==> src/rtl/lsu_bus.sv <==
// lsu_bus: multi-cycle load/store unit with region decode, valid/ready bus, timeout and fault causes.
// Define LSU_MISALIGN_TRAP_EN to fault misaligned H/HU/SH/W/SW accesses (cause 2) without a bus transaction.
module lsu_bus #(
  parameter int unsigned              ADDR_WIDTH     = 32,
  parameter logic [ADDR_WIDTH-1:0]    DMEM_BASE      = ADDR_WIDTH'(32'h0000_0000),
  parameter logic [ADDR_WIDTH-1:0]    DMEM_SIZE      = ADDR_WIDTH'(32'h0200_0000),
  parameter logic [ADDR_WIDTH-1:0]    MMIO_BASE      = ADDR_WIDTH'(32'h4000_0000),
  parameter logic [ADDR_WIDTH-1:0]    MMIO_SIZE      = ADDR_WIDTH'(32'h0000_1000),
  parameter int unsigned              TIMEOUT_CYCLES = 16
) (
  input  logic                  clk,
  input  logic                  rst_n,
  input  logic                  req_valid,
  output logic                  req_ready,
  input  logic                  req_we,
  input  logic [2:0]            req_funct3,
  input  logic [ADDR_WIDTH-1:0] req_addr,
  input  logic [31:0]           req_wdata,
  output logic                  resp_valid,
  output logic [31:0]           resp_rdata,
  output logic                  resp_err,
  output logic [1:0]            resp_cause,
  output logic                  bus_req_valid,
  input  logic                  bus_req_ready,
  output logic                  bus_we,
  output logic [ADDR_WIDTH-1:0] bus_addr,
  output logic [3:0]            bus_be,
  output logic [31:0]           bus_wdata,
  input  logic                  bus_resp_valid,
  input  logic [31:0]           bus_rdata
);

  typedef enum logic [1:0] {S_IDLE, S_REQ, S_WAIT, S_RESP} state_t;

  localparam logic [1:0] CAUSE_NONE     = 2'd0;
  localparam logic [1:0] CAUSE_ACCESS   = 2'd1;
  localparam logic [1:0] CAUSE_MISALIGN = 2'd2;
  localparam logic [1:0] CAUSE_TIMEOUT  = 2'd3;

  // Timeout fires on the cycle the counter holds TIMEOUT_CYCLES-1, i.e. after TIMEOUT_CYCLES cycles in REQ+WAIT.
  localparam bit          TO_EN     = (TIMEOUT_CYCLES != 0);
  localparam int unsigned TO_LAST_I = TO_EN ? TIMEOUT_CYCLES - 1 : 0;
  localparam int unsigned CNT_W     = (TO_LAST_I < 2) ? 1 : $clog2(TO_LAST_I + 1);
  localparam logic [CNT_W-1:0] TO_LAST = CNT_W'(TO_LAST_I);

  // Region bounds widened by one bit so a region ending at 2^ADDR_WIDTH does not wrap.
  localparam logic [ADDR_WIDTH:0] DMEM_LO = {1'b0, DMEM_BASE};
  localparam logic [ADDR_WIDTH:0] DMEM_HI = {1'b0, DMEM_BASE} + {1'b0, DMEM_SIZE};
  localparam logic [ADDR_WIDTH:0] MMIO_LO = {1'b0, MMIO_BASE};
  localparam logic [ADDR_WIDTH:0] MMIO_HI = {1'b0, MMIO_BASE} + {1'b0, MMIO_SIZE};

  state_t                  state_q, state_d;
  logic [CNT_W-1:0]        cnt_q, cnt_d;
  logic [2:0]              f3_q, f3_d;
  logic [1:0]              off_q, off_d;
  logic                    req_ready_q, req_ready_d;
  logic                    resp_valid_q, resp_valid_d;
  logic [31:0]             resp_rdata_q, resp_rdata_d;
  logic                    resp_err_q, resp_err_d;
  logic [1:0]              resp_cause_q, resp_cause_d;
  logic                    bus_req_valid_q, bus_req_valid_d;
  logic                    bus_we_q, bus_we_d;
  logic [ADDR_WIDTH-1:0]   bus_addr_q, bus_addr_d;
  logic [3:0]              bus_be_q, bus_be_d;
  logic [31:0]             bus_wdata_q, bus_wdata_d;

  logic [ADDR_WIDTH:0]     addr_ext;
  logic                    hit;
  logic                    misalign;
  logic                    timeout_hit;
  logic [3:0]              st_be;
  logic [31:0]             st_wdata;
  logic [7:0]              ld_byte;
  logic [15:0]             ld_half;
  logic [31:0]             ld_data;

  assign addr_ext    = {1'b0, req_addr};
  assign hit         = ((addr_ext >= DMEM_LO) && (addr_ext < DMEM_HI)) ||
                       ((addr_ext >= MMIO_LO) && (addr_ext < MMIO_HI));
  assign timeout_hit = TO_EN && (cnt_q == TO_LAST);

`ifdef LSU_MISALIGN_TRAP_EN
  always_comb begin
    misalign = 1'b0;
    if ((req_funct3 == 3'b001 || req_funct3 == 3'b101) && req_addr[0])
      misalign = 1'b1;
    if (req_funct3 == 3'b010 && req_addr[1:0] != 2'b00)
      misalign = 1'b1;
  end
`else
  assign misalign = 1'b0;
`endif

  always_comb begin
    st_be    = 4'b1111;
    st_wdata = req_wdata;
    if (req_we) begin
      case (req_funct3)
        3'b000: begin
          st_be    = 4'b0001 << req_addr[1:0];
          st_wdata = {4{req_wdata[7:0]}};
        end
        3'b001: begin
          st_be    = 4'b0011 << req_addr[1:0];
          st_wdata = {2{req_wdata[15:0]}};
        end
        default: ;
      endcase
    end
  end

  always_comb begin
    ld_byte = 8'(bus_rdata >> {off_q, 3'b000});
    ld_half = off_q[1] ? bus_rdata[31:16] : bus_rdata[15:0];
    case (f3_q)
      3'b000:  ld_data = {{24{ld_byte[7]}}, ld_byte};
      3'b100:  ld_data = {24'h0, ld_byte};
      3'b001:  ld_data = {{16{ld_half[15]}}, ld_half};
      3'b101:  ld_data = {16'h0, ld_half};
      default: ld_data = bus_rdata;
    endcase
  end

  always_comb begin
    state_d      = state_q;
    cnt_d        = cnt_q;
    f3_d         = f3_q;
    off_d        = off_q;
    resp_valid_d = 1'b0;
    resp_rdata_d = '0;
    resp_err_d   = 1'b0;
    resp_cause_d = CAUSE_NONE;
    bus_we_d     = bus_we_q;
    bus_addr_d   = bus_addr_q;
    bus_be_d     = bus_be_q;
    bus_wdata_d  = bus_wdata_q;

    case (state_q)
      S_IDLE: begin
        cnt_d = '0;
        if (req_valid) begin
          f3_d  = req_funct3;
          off_d = req_addr[1:0];
          if (misalign) begin
            state_d      = S_RESP;
            resp_err_d   = 1'b1;
            resp_cause_d = CAUSE_MISALIGN;
          end else if (!hit) begin
            state_d      = S_RESP;
            resp_err_d   = 1'b1;
            resp_cause_d = CAUSE_ACCESS;
          end else begin
            state_d     = S_REQ;
            bus_we_d    = req_we;
            bus_addr_d  = {req_addr[ADDR_WIDTH-1:2], 2'b00};
            bus_be_d    = st_be;
            bus_wdata_d = st_wdata;
          end
        end
      end
      S_REQ: begin
        cnt_d = TO_EN ? cnt_q + CNT_W'(1) : '0;
        if (timeout_hit) begin
          state_d      = S_RESP;
          resp_err_d   = 1'b1;
          resp_cause_d = CAUSE_TIMEOUT;
        end else if (bus_req_ready) begin
          state_d = S_WAIT;
        end
      end
      S_WAIT: begin
        cnt_d = TO_EN ? cnt_q + CNT_W'(1) : '0;
        if (bus_resp_valid) begin
          state_d      = S_RESP;
          resp_rdata_d = bus_we_q ? 32'h0 : ld_data;
        end else if (timeout_hit) begin
          state_d      = S_RESP;
          resp_err_d   = 1'b1;
          resp_cause_d = CAUSE_TIMEOUT;
        end
      end
      S_RESP: begin
        state_d = S_IDLE;
      end
      default: state_d = S_IDLE;
    endcase

    resp_valid_d    = (state_d == S_RESP);
    bus_req_valid_d = (state_d == S_REQ);
    req_ready_d     = (state_d == S_IDLE);
  end

  always_ff @(posedge clk) begin
    if (!rst_n) begin
      state_q         <= S_IDLE;
      cnt_q           <= '0;
      f3_q            <= '0;
      off_q           <= '0;
      req_ready_q     <= 1'b1;
      resp_valid_q    <= 1'b0;
      resp_rdata_q    <= '0;
      resp_err_q      <= 1'b0;
      resp_cause_q    <= '0;
      bus_req_valid_q <= 1'b0;
      bus_we_q        <= 1'b0;
      bus_addr_q      <= '0;
      bus_be_q        <= '0;
      bus_wdata_q     <= '0;
    end else begin
      state_q         <= state_d;
      cnt_q           <= cnt_d;
      f3_q            <= f3_d;
      off_q           <= off_d;
      req_ready_q     <= req_ready_d;
      resp_valid_q    <= resp_valid_d;
      resp_rdata_q    <= resp_rdata_d;
      resp_err_q      <= resp_err_d;
      resp_cause_q    <= resp_cause_d;
      bus_req_valid_q <= bus_req_valid_d;
      bus_we_q        <= bus_we_d;
      bus_addr_q      <= bus_addr_d;
      bus_be_q        <= bus_be_d;
      bus_wdata_q     <= bus_wdata_d;
    end
  end

  assign req_ready     = req_ready_q;
  assign resp_valid    = resp_valid_q;
  assign resp_rdata    = resp_rdata_q;
  assign resp_err      = resp_err_q;
  assign resp_cause    = resp_cause_q;
  assign bus_req_valid = bus_req_valid_q;
  assign bus_we        = bus_we_q;
  assign bus_addr      = bus_addr_q;
  assign bus_be        = bus_be_q;
  assign bus_wdata     = bus_wdata_q;

endmodule
==> config.mk <==
export PLATFORM = sky130hd
export DESIGN_NAME = lsu_bus
export DESIGN_NICKNAME = d
export VERILOG_FILES = /design/src/rtl/lsu_bus.sv
export SDC_FILE = /design/constraint.sdc
export NUM_CORES = 1
export LEC_CHECK = 0
export BUFFER_PORTS_ARGS = -buffer_cell sky130_fd_sc_hd__buf_2
export CORE_ASPECT_RATIO = 0.6
export CORE_MARGIN = 2
export CORE_UTILIZATION = 48
export DETAILED_ROUTE_END_ITERATION = 7
export PLACE_DENSITY = 0.8
export SLEW_MARGIN = 20
export SYNTH_ARGS = -nofsm -noshare
export SYNTH_HDL_FRONTEND = slang
export SYNTH_SLANG_ARGS = --single-unit
==> constraint.sdc <==
create_clock -name clk -period 2.89 [get_ports clk]
set_input_delay 0.867 -clock clk [delete_from_list [all_inputs] [get_ports clk]]
set_output_delay 0.867 -clock clk [all_outputs]
set_load 0.005 [all_outputs]
Yosys cells after proc, flatten, opt, wreduce, memory -nomap -nowiden

Cells that the tools add are included.

Bits in registers: 116
Bits in latches: 0
Bits in writable memories: 0
Memory bits (read-only): 0
Input port bits: 105
Output and inout bits: 107
Word-level logic and storage cells: 71
Memories kept: 0

$add $sub $neg: 1
Multiply operators: 0
Div/mod/pow operators: 0
$lt $le $gt $ge: 4
Eq/ne operators: 10
Shift-type cells: 3
Muxes and demuxes: 24
Bitwise operators: 3
Reduce and logical (&&, ||, !) cells: 12

Operators with widths:

| kind                                                                           | count |
|---|---|
| 32-bit case mux with 4 select lines                                            | 1 |
| 32-bit case mux with 2 select lines                                            | 1 |
| 32-bit by 1-bit >= comparator with 1-bit output, second input constant         | 1 |
| 32-bit by 31-bit >= comparator with 1-bit output, second input constant        | 1 |
| 32-bit by 26-bit less-than comparator with 1-bit output, second input constant | 1 |
| 32-bit by 31-bit less-than comparator with 1-bit output, second input constant | 1 |
| 32-bit two-way mux                                                             | 1 |
| 32-bit by 5-bit >> shifter with 8-bit output                                   | 1 |
| 16-bit two-way mux                                                             | 1 |
| 2-bit two-way mux                                                              | 8 |
| 4-bit case mux with 2 select lines                                             | 2 |
| 2-bit case mux with 4 select lines                                             | 1 |
| 2-bit equality test, second input constant                                     | 3 |
| 3-bit by 1-bit equality test with 1-bit output, second input constant          | 2 |
| 3-bit equality test, second input constant                                     | 2 |
| 3-bit logical NOT                                                              | 2 |
| 1-bit two-way mux                                                              | 6 |
| 2-bit case mux with 3 select lines                                             | 1 |
| 4-bit by 1-bit adder with 4-bit output, second input constant                  | 1 |
| 2-bit by 1-bit equality test with 1-bit output, second input constant          | 2 |
| 4-bit equality test, second input constant                                     | 1 |
| 2-bit logical NOT                                                              | 2 |
| 4-bit two-way mux                                                              | 1 |
| 4-bit OR reduction                                                             | 1 |
| other kinds (10)                                                               | 13 |

Longest topological paths before layout

Depth after elaboration: 7
Depth in mapped cells: 10
Gate-level depth less buffers: 6

Worst setup path before layout

No wires, ideal clock.

Path type: input-to-reg
Start: input req_addr[14]
End: register state_q[1]
Setup time: 0.115 ns
Arrival time: 2.376 ns
Data required time: 2.775 ns
Slack: 0.399 ns
Stages: 4
Path buffers: 0
Cell sequence: or4_1 -> o41a_1 -> a221o_1 -> and2_1

Longest elaborated chain between the ends: 6
Elaborated cells between the ends (all ways): 10
Those cells by class: order compare (4); mux (3); reduce/logical (3)

RTL lines:

| element                                                                 | RTL line | RTL |
|---|---|---|
| start, declared                                                         | 17       | `input logic [ADDR_WIDTH-1:0] req_addr,` |
| 32-bit by 1-bit >= comparator with 1-bit output (tied with other cells) | 78       | `assign hit = ((addr_ext >= DMEM_LO) && (addr_ext < DMEM_HI)) \|\|` |
| 1-bit logical AND (on tied branches)                                    | 78, 79   |  |
| 1-bit logical OR *                                                      | 78       |  |
| 2-bit two-way mux *                                                     | 148      | `end else if (!hit) begin` |
| 2-bit two-way mux *                                                     | 141      | `if (req_valid) begin` |
| 2-bit case mux with 4 select lines *                                    | 138      | `case (state_q)` |
| end signal, assigned                                                    | 210      | `state_q <= state_d;` |
| end, declared                                                           | 52       | `state_t state_q, state_d;` |

Mark *: on every way between the ends. The rest lies on a longest branch, timed or not.
A chain may end at the register's enable or synchronous reset.

Final worst setup path

Same ends and word-level chain as after synthesis.

==> impl_results.rst <==
.. list-table::
   :header-rows: 1

   * - Metric
     - Value
   * - Max Fanout on Critical Path
     - 12
   * - Final clock period utilization by the worst path
     - 0.867
   * - Number of search-and-repair iterations in the first detailed-routing pass
     - 5
   * - Yosys top cell by area
     - sky130_fd_sc_hd__dfxtp_1
   * - Synth warn
     - 0
   * - Routing usage on met2
     - 0.433
   * - Number of standard cells in the layout, taps in and fillers out
     - 929
   * - CTS max path bufs
     - 2
   * - Std-Cell Core Area
     - 10500 um^2
   * - Busiest grt layer
     - met2
   * - Min Clock Period, post-route
     - 2.51 ns
   * - Worst-skew pair later-pin latency
     - 0.41 ns
   * - RSZ-0062 raised after global routing
     - false
   * - Critical path startpoint
     - req_addr[14]
   * - Peak supply drop
     - 434 uV
   * - Overall die width
     - 137 um
   * - Die footprint
     - 11500 um^2
   * - Routed wire length
     - 15300 um
   * - H-tree depth
     - 4
   * - Placement row count
     - 29
   * - Antenna Diode Count
     - 0
   * - WP data arrival
     - around 2.8 ns
   * - Library cells used by synthesis
     - between 50 and 60
   * - Total vias in the final route
     - 5148
   * - GRT overflow
     - 0
   * - Effective utilization at floorplan
     - 0.487
   * - Worst flop-to-flop path startpoint
     - state_q[0]$_SDFF_PN0_
   * - CTS-repair resized insts
     - 0
   * - Relative slew slack
     - 0.499
   * - Number of sinks handled by clock tree synthesis
     - 115
   * - Async S/R FF share, synth
     - 0
   * - Number of nets with antenna violations after detailed routing
     - 0
   * - Cells along the critical path
     - buf_2 -> or4_1 -> o41a_1 -> a221o_1 -> and2_1
   * - Number of top-level pins
     - between 200 and 250
   * - Placed Instances
     - between 800 and 900
   * - Number of synthesized flops with an enable pin
     - 0
   * - Maximum number of pins on one net before global-route repair
     - between 60 and 70
   * - Total design power
     - 4.41 mW
   * - Status
     - completed
   * - Number of antenna violations at the first check in global routing
     - 0
   * - Cell Area, Synth
     - 5090 um^2
   * - Clock slew seen by the registers of the worst setup and hold paths
     - 0.05 ns
   * - Bufs and invs on worst path
     - 1
   * - Via count normalized by instance count
     - 5.54
   * - Overall Global Routing Usage
     - 0.267
   * - Power density of the placed cells
     - 648 nW/um^2
   * - Syn avg cell area
     - 8.62 um^2
   * - Setup tns final
     - 0 ns
   * - Top cells by area in the synthesized netlist
     - sky130_fd_sc_hd__dfxtp_1, sky130_fd_sc_hd__nand2_1, sky130_fd_sc_hd__mux2i_1, sky130_fd_sc_hd__o21ai_0, sky130_fd_sc_hd__nand4_1
   * - Leakage power figure
     - ~3.2 nW
   * - Source of the worst hold timing path
     - bus_addr[20]$_SDFFE_PN0P_
   * - Count of endpoints failing setup in the final report
     - 0
   * - Portion of the post-synthesis area used by sequential elements
     - 0.453
   * - Max Clock Freq
     - 399 MHz
   * - Final HPWL DP
     - 10800 um
   * - Path category of the worst min-delay check
     - flip-flop to flip-flop
   * - Most common cell after layout, fill and taps aside
     - sky130_fd_sc_hd__buf_2
   * - Count of unresolved DRC violations after routing
     - 0
   * - Highest-delay cell along the critical path
     - sky130_fd_sc_hd__o41a_1
   * - Global-route met1 utilization
     - 0.332
   * - Routing usage on met3
     - 0.0777
   * - Number of global-route vias before repair
     - 4981
   * - Actual slew at the worst max-slew pin
     - 0.750 ns
   * - Worst path top cell family by delay
     - compound AO/OA/AOI/OAI gates
   * - Worst setup path category
     - input port to flip-flop
   * - Post-CTS setup buffer count
     - 0
   * - Clock buffers created by TritonCTS
     - 17
   * - Placer's final routability congestion estimate
     - ~0.85
   * - Clock tree root driver cell
     - sky130_fd_sc_hd__clkbuf_16
   * - Clk_skew
     - 0.00865 ns
   * - Number of hold violations in the final report
     - 0
   * - Critical Path End Type
     - flip-flop
   * - Share of cells above drive strength 1
     - 0.346
   * - Delay of the slowest cell on the worst path
     - about 0.63 ns
   * - Number of cells produced by synthesis
     - 590
   * - Portion of synthesized cell area occupied by the leading cell type
     - 0.453
   * - Number of max-slew violations in the final report
     - 0
   * - CTS tree
     - yes
   * - Starting DRC count in detailed routing
     - 342
   * - Flip-flop and latch count after synthesis
     - 115
   * - Main flop type after synthesis
     - sky130_fd_sc_hd__dfxtp_1
   * - # Max-Cap Violations
     - 0
   * - First-pass GRT wire length
     - 24100 um
   * - Commonest non-fill, non-tap cells in the layout
     - sky130_fd_sc_hd__buf_2, sky130_fd_sc_hd__dfxtp_1, sky130_fd_sc_hd__nand2_1, sky130_fd_sc_hd__o21ai_0, sky130_fd_sc_hd__mux2i_1
   * - Required arrival time at the worst endpoint
     - 3.18 ns
   * - Chip height
     - 83.7 um
   * - Startpoint kind of the worst setup timing path
     - input port
   * - Number of nets in the final layout
     - 889
   * - Layout-stage area growth over the synthesis result
     - 33.8%
   * - CTS Hold Buffers Added
     - 0
   * - Port bufs
     - 209
   * - Routed wirelength normalized by instance count
     - 16.5 um
## report_power, final
part	switching, mW	total [mW]	internal [mW]
sequential	0.0492	1.70	1.65
clock	0.709	2.10	1.39
combinational	0.359	0.614	0.255
total	1.12	4.41	3.29
## layout make-up
cell class / count / area (um^2)
clock buffer: 21 / 460
clock inverter: 10 / 133
fill: 891 / 3650
inverter: 13 / 48.8
multi-input combinational: 407 / 2510
sequential: 115 / 2300
tap: 139 / 174
timing repair buffer: 224 / 1170
## cells in the mapped netlist, drive strengths merged, types with 4 or more instances
cell type / n
a21boi: 18
a21oi: 27
a221oi: 8
and2: 4
and3: 8
buf: 15
clkbuf: 41
dfxtp: 115
ha: 6
inv: 13
mux2: 10
mux2i: 38
nand2: 110
nand3: 12
nand4: 32
nor2: 11
nor2b: 5
o211ai: 17
o21ai: 60
## per-stage QoR
| step | util | hold slack [ns] | instance area (um^2) | worst slack [ns] |
|---|---|---|---|---|
| floorplan | - | 0.452 | 5090 | 0.399 |
| global placement | 0.594 | 0.441 | 6210 | 0.0537 |
| detailed placement | 0.594 | 0.448 | 6210 | -0.00252 |
| CTS | 0.651 | 0.455 | 6800 | 0.423 |
| global route | 0.651 | 0.467 | 6800 | 0.342 |
| finish | 0.651 | 0.452 | 6800 | 0.383 |
## cells by family (layout without fill, tap and decap cells)
| group | count (synthesis) | count (layout) | synth area share |
|---|---|---|---|
| and+or+nand+nor | 201 | 201 | 0.188 |
| AOI/OAI and AO/OA | 150 | 150 | 0.189 |
| DFF | 115 | 115 | 0.453 |
| buffers and inverters | 69 | 268 | 0.0576 |
| muxes | 48 | 48 | 0.0969 |
| adders and majority gates | 6 | 6 | 0.0148 |
| other | 1 | 2 | 0.000737 |
## worst paths after layout
path | to | slack (ns) | depth (start not counted)
worst min-delay path | bus_addr[20]$_SDFFE_PN0P_ | 0.45 | 2
worst max register to register | bus_addr[25]$_SDFFE_PN0P_ | 0.58 | 7
worst max-delay path | state_q[1]$_SDFF_PN0_ | 0.38 | 5
worst min register to register | bus_addr[20]$_SDFFE_PN0P_ | 0.45 | 2
## metal layers
metal,up-vias,share of wire
li1,2474,-
met1,2401,0.42
met2,238,0.47
met3,35,0.081
met4,0,0.022
met5,-,0
## worst reg2reg max path, stage by stage, from the launching register on
cell                      delay [ns]
sky130_fd_sc_hd__dfxtp_1        0.34
sky130_fd_sc_hd__inv_1          0.12
sky130_fd_sc_hd__ha_1           0.31
sky130_fd_sc_hd__and2_1         0.36
sky130_fd_sc_hd__and3_2         0.46
sky130_fd_sc_hd__nand2_1        0.12
sky130_fd_sc_hd__buf_4          0.25
sky130_fd_sc_hd__and3_1         0.23
## state kept, by name (all words and copies together), names as in the netlist
name,count
bus_wdata,32
resp_rdata,32
bus_addr,30
bus_be,4
cnt_q,4
f3_q,3
off_q,2
resp_cause,2
state_q,2
bus_req_valid,1
bus_we,1
req_ready,1
resp_valid,1
(Power assumes the default switching activity.)
